`config.mk`:
```
export PLATFORM = sky130hd
export DESIGN_NAME = mem_fifo_ctrl
export DESIGN_NICKNAME = d
export VERILOG_FILES = /design/src/rtl/mem_fifo_ctrl.sv
export SDC_FILE = /design/constraint.sdc
export NUM_CORES = 1
export LEC_CHECK = 0
export ABC_AREA = 0
export BUFFER_PORTS_ARGS = -buffer_cell sky130_fd_sc_hd__buf_2
export CAP_MARGIN = 20
export CORE_MARGIN = 10
export CORE_UTILIZATION = 30
export CTS_CLUSTER_SIZE = 8
export DETAILED_ROUTE_END_ITERATION = 7
export GPL_TIMING_DRIVEN = 0
export PLACE_DENSITY = 0.62
export SLEW_MARGIN = 20
export SYNTH_ARGS = -nofsm -noshare
export SYNTH_HDL_FRONTEND = slang
export SYNTH_SLANG_ARGS = --single-unit
export TNS_END_PERCENT = 20
```
`constraint.sdc`:
```
create_clock -name clk -period 4.51 [get_ports clk]
set_input_delay 0.2255 -clock clk [delete_from_list [all_inputs] [get_ports clk]]
set_output_delay 0.2255 -clock clk [all_outputs]
set_load 0.01 [all_outputs]
```
`src/rtl/mem_fifo_ctrl.sv`:
```
// mem_fifo_ctrl: FIFO controller for an external two-port memory.
// Read data comes from the memory's registered output, so popData is
// valid exactly one cycle after an accepted pop (flagged by popValid).
// Optional build macro MEM_FIFO_ERR_FLAGS_EN adds sticky overflow and
// underflow outputs.
module mem_fifo_ctrl #(
  parameter  int addresses       = 32,
  parameter  int width           = 8,
  parameter  int almostFullLevel = 28,
  localparam int addressWidth    = $clog2(addresses),
  localparam int countWidth      = $clog2(addresses + 1)
) (
  input  logic                    clk,
  input  logic                    reset,
  input  logic                    push,
  input  logic [width-1:0]        pushData,
  output logic                    full,
  output logic                    almostFull,
  input  logic                    pop,
  output logic [width-1:0]        popData,
  output logic                    popValid,
  output logic                    empty,
  output logic [countWidth-1:0]   count,
  output logic [addressWidth-1:0] memWriteAddress,
  output logic                    memWriteEnable,
  output logic [width-1:0]        memWriteData,
  output logic [addressWidth-1:0] memReadAddress,
  output logic                    memReadEnable,
  input  logic [width-1:0]        memReadData
`ifdef MEM_FIFO_ERR_FLAGS_EN
  ,
  output logic                    overflow,
  output logic                    underflow
`endif
);

  localparam logic [addressWidth-1:0] ADDR_LAST = addressWidth'(addresses - 1);
  localparam logic [countWidth-1:0]   COUNT_MAX = countWidth'(addresses);

  logic [addressWidth-1:0] wrPtr_q, wrPtr_d;
  logic [addressWidth-1:0] rdPtr_q, rdPtr_d;
  logic [countWidth-1:0]   count_q, count_d;
  logic                    full_q, full_d;
  logic                    empty_q, empty_d;
  logic                    almostFull_q, almostFull_d;
  logic                    popValid_q, popValid_d;
  logic                    pushAcc, popAcc;

  // Accept decisions use the registered flags; reset blocks all memory access.
  always_comb begin
    pushAcc = push && !full_q && !reset;
    popAcc  = pop && !empty_q && !reset;
  end

  // Pointer, occupancy and flag next-state.
  always_comb begin
    wrPtr_d = wrPtr_q;
    rdPtr_d = rdPtr_q;
    count_d = count_q;
    if (pushAcc) begin
      wrPtr_d = (wrPtr_q == ADDR_LAST) ? '0 : wrPtr_q + 1'b1;
    end
    if (popAcc) begin
      rdPtr_d = (rdPtr_q == ADDR_LAST) ? '0 : rdPtr_q + 1'b1;
    end
    case ({pushAcc, popAcc})
      2'b10:   count_d = count_q + 1'b1;
      2'b01:   count_d = count_q - 1'b1;
      default: count_d = count_q;
    endcase
    full_d       = (count_d == COUNT_MAX);
    empty_d      = (count_d == '0);
    almostFull_d = (32'(count_d) >= almostFullLevel);
    popValid_d   = popAcc;
  end

  // Controller state registers.
  always_ff @(posedge clk or posedge reset) begin
    if (reset) begin
      wrPtr_q      <= '0;
      rdPtr_q      <= '0;
      count_q      <= '0;
      full_q       <= 1'b0;
      empty_q      <= 1'b1;
      almostFull_q <= 1'b0;
      popValid_q   <= 1'b0;
    end else begin
      wrPtr_q      <= wrPtr_d;
      rdPtr_q      <= rdPtr_d;
      count_q      <= count_d;
      full_q       <= full_d;
      empty_q      <= empty_d;
      almostFull_q <= almostFull_d;
      popValid_q   <= popValid_d;
    end
  end

`ifdef MEM_FIFO_ERR_FLAGS_EN
  logic overflow_q, overflow_d;
  logic underflow_q, underflow_d;

  // Sticky error flags: only reset clears them.
  always_comb begin
    overflow_d  = overflow_q | (push && full_q);
    underflow_d = underflow_q | (pop && empty_q);
  end

  // Error flag registers.
  always_ff @(posedge clk or posedge reset) begin
    if (reset) begin
      overflow_q  <= 1'b0;
      underflow_q <= 1'b0;
    end else begin
      overflow_q  <= overflow_d;
      underflow_q <= underflow_d;
    end
  end

  assign overflow  = overflow_q;
  assign underflow = underflow_q;
`endif

  // Output mapping; same-cycle read and write can never collide, so no bypass.
  always_comb begin
    full            = full_q;
    empty           = empty_q;
    almostFull      = almostFull_q;
    count           = count_q;
    popValid        = popValid_q;
    popData         = memReadData;
    memWriteEnable  = pushAcc;
    memWriteAddress = wrPtr_q;
    memWriteData    = pushData;
    memReadEnable   = popAcc;
    memReadAddress  = rdPtr_q;
  end

endmodule

```
# == After elaboration in Yosys (flattened, before gate mapping) ==
# Index checks and enable logic that the tools add are counted.
# word_totals
ff_bits,20
inputBits,20
output_inout_bits,38
word_cells,28
# op_classes
add_sub_neg,4
order_cmp,1
n_eq_ne,5
muxes,3
reduce_logical,8
# op_table
op,n
6-bit case mux with 2 select lines,1
5-bit by 1-bit adder with 5-bit output (second input constant),2
5-bit equality test (second input constant),2
5-bit two-way mux,2
6-bit by 1-bit adder with 6-bit output (second input constant),1
6-bit equality test (second input constant),1
6-bit by 5-bit greater-or-equal comparator with 1-bit output (second input constant),1
6-bit logical NOT,1
6-bit by 1-bit subtractor with 6-bit output (second input constant),1
1-bit logical AND,4
1-bit logical NOT,3
2-bit by 1-bit equality test with 1-bit output (second input constant),1
2-bit equality test (second input constant),1

# == Logic depth before layout (Yosys ltp) ==
# depth
word_depth,6
mapped_depth,11
ltp_nobuf,10

# == Worst setup path before layout ==
# No wires, ideal clock.
# synth_timing
path_type,in2reg
startpoint,input reset
endpoint,register full_q (netlist: full)
setup_time_ps,80
t_arrival_ps,2668
t_required_ps,4430
path_slack_ps,1762
cell_stages,9
n_path_buf,0
cell_sequence,inv_1 nand2_1 ha_1 o21a_1 a2111o_1 a21oi_1 xor2_1 or4_1 nor3b_2
# synth_between
elab_chain_cells,5
word_cells_on_any_way,7
classes_between,eq/ne (3); mux (1); reduce/logical (3)
# synth_rtl
item,line_no,text
start: declaration,14,"input logic reset,"
1-bit logical NOT (no line) *,-,
1-bit logical AND (on tied branches),"52, 51",
2-bit by 1-bit equality test with 1-bit output / 2-bit equality test (equally long branches),66,"case ({pushAcc, popAcc})"
6-bit case mux with 2 select lines *,66,
via count_d[3],42,"logic [countWidth-1:0] count_q, count_d;"
6-bit equality test *,71,full_d = (count_d == COUNT_MAX);
via full_d,43,"logic full_q, full_d;"
end signal: assignment,91,full_q <= full_d;
end: declaration,43,
# Mark *: on every way through the listed nets, which the timed path passes. The rest lies on a longest branch.
# A chain may end at the register's enable or synchronous reset.

# == Worst setup path in the final report ==
# Same ends and word-level chain as after synthesis.

==> reports/qor.csv <==
stage,metric,value,unit
cts,CTS tree,done,
run_status,status,"complete, no violations",
setup_path,"Arr. time, crit path",3.21,ns
floorplanning,num rows,23,
final_layout,# nets final,206,
drt,met2 WL,1480,um
cts,CTS resizes,0,
yosys,register area share after synthesis,38.9,%
cts,Clock Path Buffers,2,
sta,clk_skew,0.00482,ns
sta,final count of negative-setup-slack endpoints,0,
global_routing,first-pass GRT wire length,5110,um
setup_path,Setup CP Type,in2reg,
setup_path,crit path from,reset,
setup_path,crit end category,flop,
setup_path,CP Cell Sequence,buf_2 > inv_1 > nand2_1 > ha_1 > clkbuf_1 > a21o_1 > o211ai_1 > a21oi_1 > xor2_1 > or4_1 > nor3b_2,
floorplanning,DIE AREA,7330,sq um
setup_path,Crit Path Max Fanout,21,
sta,Post-Route Setup TNS,0,ns
drt,drt first pass iters,4,
min_path,Hold WC Path Type,in2async,
drt,DR vias,1078,
yosys,Most used DFF post-synth,dfrtp_1,
placed_design,post-DP HPWL,2580,um
yosys,Mapped Avg Cell Area,9.64,sq um
cts,hold buffer count at cts,0,
sta,Slew HR,45.9,%
yosys,Post-synth top cells,"dfrtp_1, buf_4, nand2_1",
setup_path,CP startpoint kind,input pin,
setup_path,worst flop-to-flop path startpoint,empty,
floorplanning,CORE AREA,4090,sq um
floorplanning,chip height,85.6,um
drt,highest metal used,met4,
yosys,post-synthesis net count,160,
final_layout,Area Growth Syn to Fin,25.0,%
setup_path,Worst Setup EP,full,
drt,# DRC,0,
global_routing,GRT overflow,0,
yosys,asr flop ratio synth,100,%
drt,DR iter-0 viols,25,
yosys,Synth Warn #,0,
placed_design,GPL Wtd Cong,0.715,
floorplanning,# IOs,58,
cts,H-tree depth,1,
sta,slack of the critical path,1.48,ns
yosys,synthesized flop and latch total,20,
yosys,number of flops mapped to enable cells by yosys,0,
cts,total clock buffers created by CTS,3,
setup_path,Worst R2R Setup Slack,1.61,ns
floorplanning,Initial Util,31.6,%
yosys,Synth cell types,44,
yosys,"area leader, netlist",dfrtp_1,
cts,root buffer cell,clkbuf_8,
cts,Post-CTS Setup Bufs,0,
sta,Slew @ Worst Pin,0.811,ns
final_layout,ant diodes,0,
cts,Clock transition at path regs,0.08,ns
sta,unrepaired setup endpoints after global routing,no,
floorplanning,Die Wd,85.6,um
setup_path,Critical R2R Capture,full,
final_layout,share of cells above drive strength 1,40.8,%
yosys,top-count cell post-synth,dfrtp_1,
yosys,Syn Inst Count,134,
placed_design,dpl ws,1.13,ns
setup_path,Crit-path slowest cell,or4_1,
yosys,Netlist Area Pre-Place,1290,sq um
drt,"antenna viol nets, final",0,
yosys,Synth area leaders,"dfrtp_1, buf_4, ha_1, nand2_1, o21ai_0",
global_routing,largest net degree at the start of global routing,22,
drt,wire length on met3,347,um
cts,Worst-Skew Late Latency,0.26,ns
setup_path,WP data required,4.69,ns
global_routing,all-layer global routing usage,8.37,%
drt,drt wl/cell,13.9,um
drt,final WL,3180,um
setup_path,delay of the slowest cell on the worst path,0.61,ns
yosys,post-synth top area share,36.8,%
power,power per cell area,569,nW/um^2
global_routing,vias in the first global route,1096,
cts,clock sink count,20,
placed_design,port bufs,41,
power,leakage,0.817,nW
sta,period utilization,67.1,%
setup_path,worst-case reg-to-reg path depth,11,
power,VDD IR max,0.295,mV
job,Max Cap Viol,0,
sta,max-slew violations,0,
sta,FMAX,0.330,GHz
sta,min Tclk post-route,3.03,ns
drt,met1 WL,1330,um
sta,Fin. Hold Viols,0,
drt,post-DR vias/cell,4.71,
global_routing,antenna violations before repair,0,
worst min-delay path by stage:
stage          startpoint  depth (start not counted)                  to
6_report            reset                          2  memWriteAddress[4]
5_1_grt             reset                          2  memWriteAddress[4]
4_1_cts             reset                          2  memWriteAddress[4]
3_5_place_dp        reset                          2                full
3_3_place_gp        reset                          2                full
2_1_floorplan       reset                          1          almostFull
cells by family (layout without fill, tap and decap cells):
group	Yosys count	count (layout)	share of synthesized area, %
multiplexers	2	2	1.74
adder cells (fa/ha/maj)	6	6	5.81
buffers and inverters	26	71	13.8
flip-flops	20	20	38.9
XOR/XNOR	6	6	4.65
AO/OA/AOI/OAI	25	25	14.4
AND/OR/NAND/NOR	49	49	20.7
cell usage in the layout (no fill, tap or decap), types with 3 or more instances in the layout:
cell      netlist  layout
a21oi_1         4       4
buf_2           0      41
buf_4          16      16
clkbuf_1        3       3
clkbuf_8        0       4
dfrtp_1        19      19
ha_1            6       6
inv_1           4       4
nand2_1        16      16
nand3_1         5       5
nor2_1          9       9
nor2b_1         3       3
o21ai_0         7       7
xor2_1          3       3
metrics by stage:
stage | total power [W] | util, % | hold slack [ns] | cell area, sq um | instances
5_1_grt | 0.00101 | 39.5 | 0.179 | 1610 | 229
4_1_cts | 0.000936 | 39.5 | 0.144 | 1610 | 229
3_5_place_dp | 0.000794 | 38.2 | 0.434 | 1560 | 225
6_report | 0.000918 | 39.5 | 0.116 | 1610 | 229
2_1_floorplan | 0.000632 | - | 0.197 | 1290 | 134
3_3_place_gp | 0.000783 | 38.2 | 0.438 | 1560 | 225
worst max-delay path: cells and delay by family:
family / cells / cell delay (ns)
AO/OA/AOI/OAI: 3 / 0.40
XOR/XNOR: 1 / 0.19
adder cells (fa/ha/maj): 1 / 0.33
buffers and inverters: 3 / 0.89
AND/OR/NAND/NOR: 3 / 1.17
metal layers:
layer | vias up | track usage [%]
met1 | 491 | 8.94
met4 | 0 | 1.80
met2 | 39 | 14.0
li1 | 544 | -
met3 | 4 | 4.92
met5 | - | 0
cell type report:
cell class	count	area (sq um)
Inverter	5	31.3
Sequential cell	20	502
Multi-Input combinational cell	88	612
Buffer	21	146
Clock buffer	4	55.1
Timing Repair Buffer	41	205
Fill cell	424	2470
Tap cell	50	62.6
state kept, by name, summed over array words and instances (netlist names):
| signal | flops |
|---|---|
| count | 6 |
| memReadAddress | 5 |
| memWriteAddress | 5 |
| almostFull | 1 |
| empty | 1 |
| full | 1 |
| popValid | 1 |
power breakdown:
group | total [W] | switching (W) | internal, W
combinational | 0.000445 | 0.000251 | 0.000194
clock | 0.000140 | 0.0000619 | 0.0000778
sequential | 0.000333 | 0.0000769 | 0.000256
total | 0.000918 | 0.000390 | 0.000528
No activity file was read; power rests on OpenSTA's default activity.
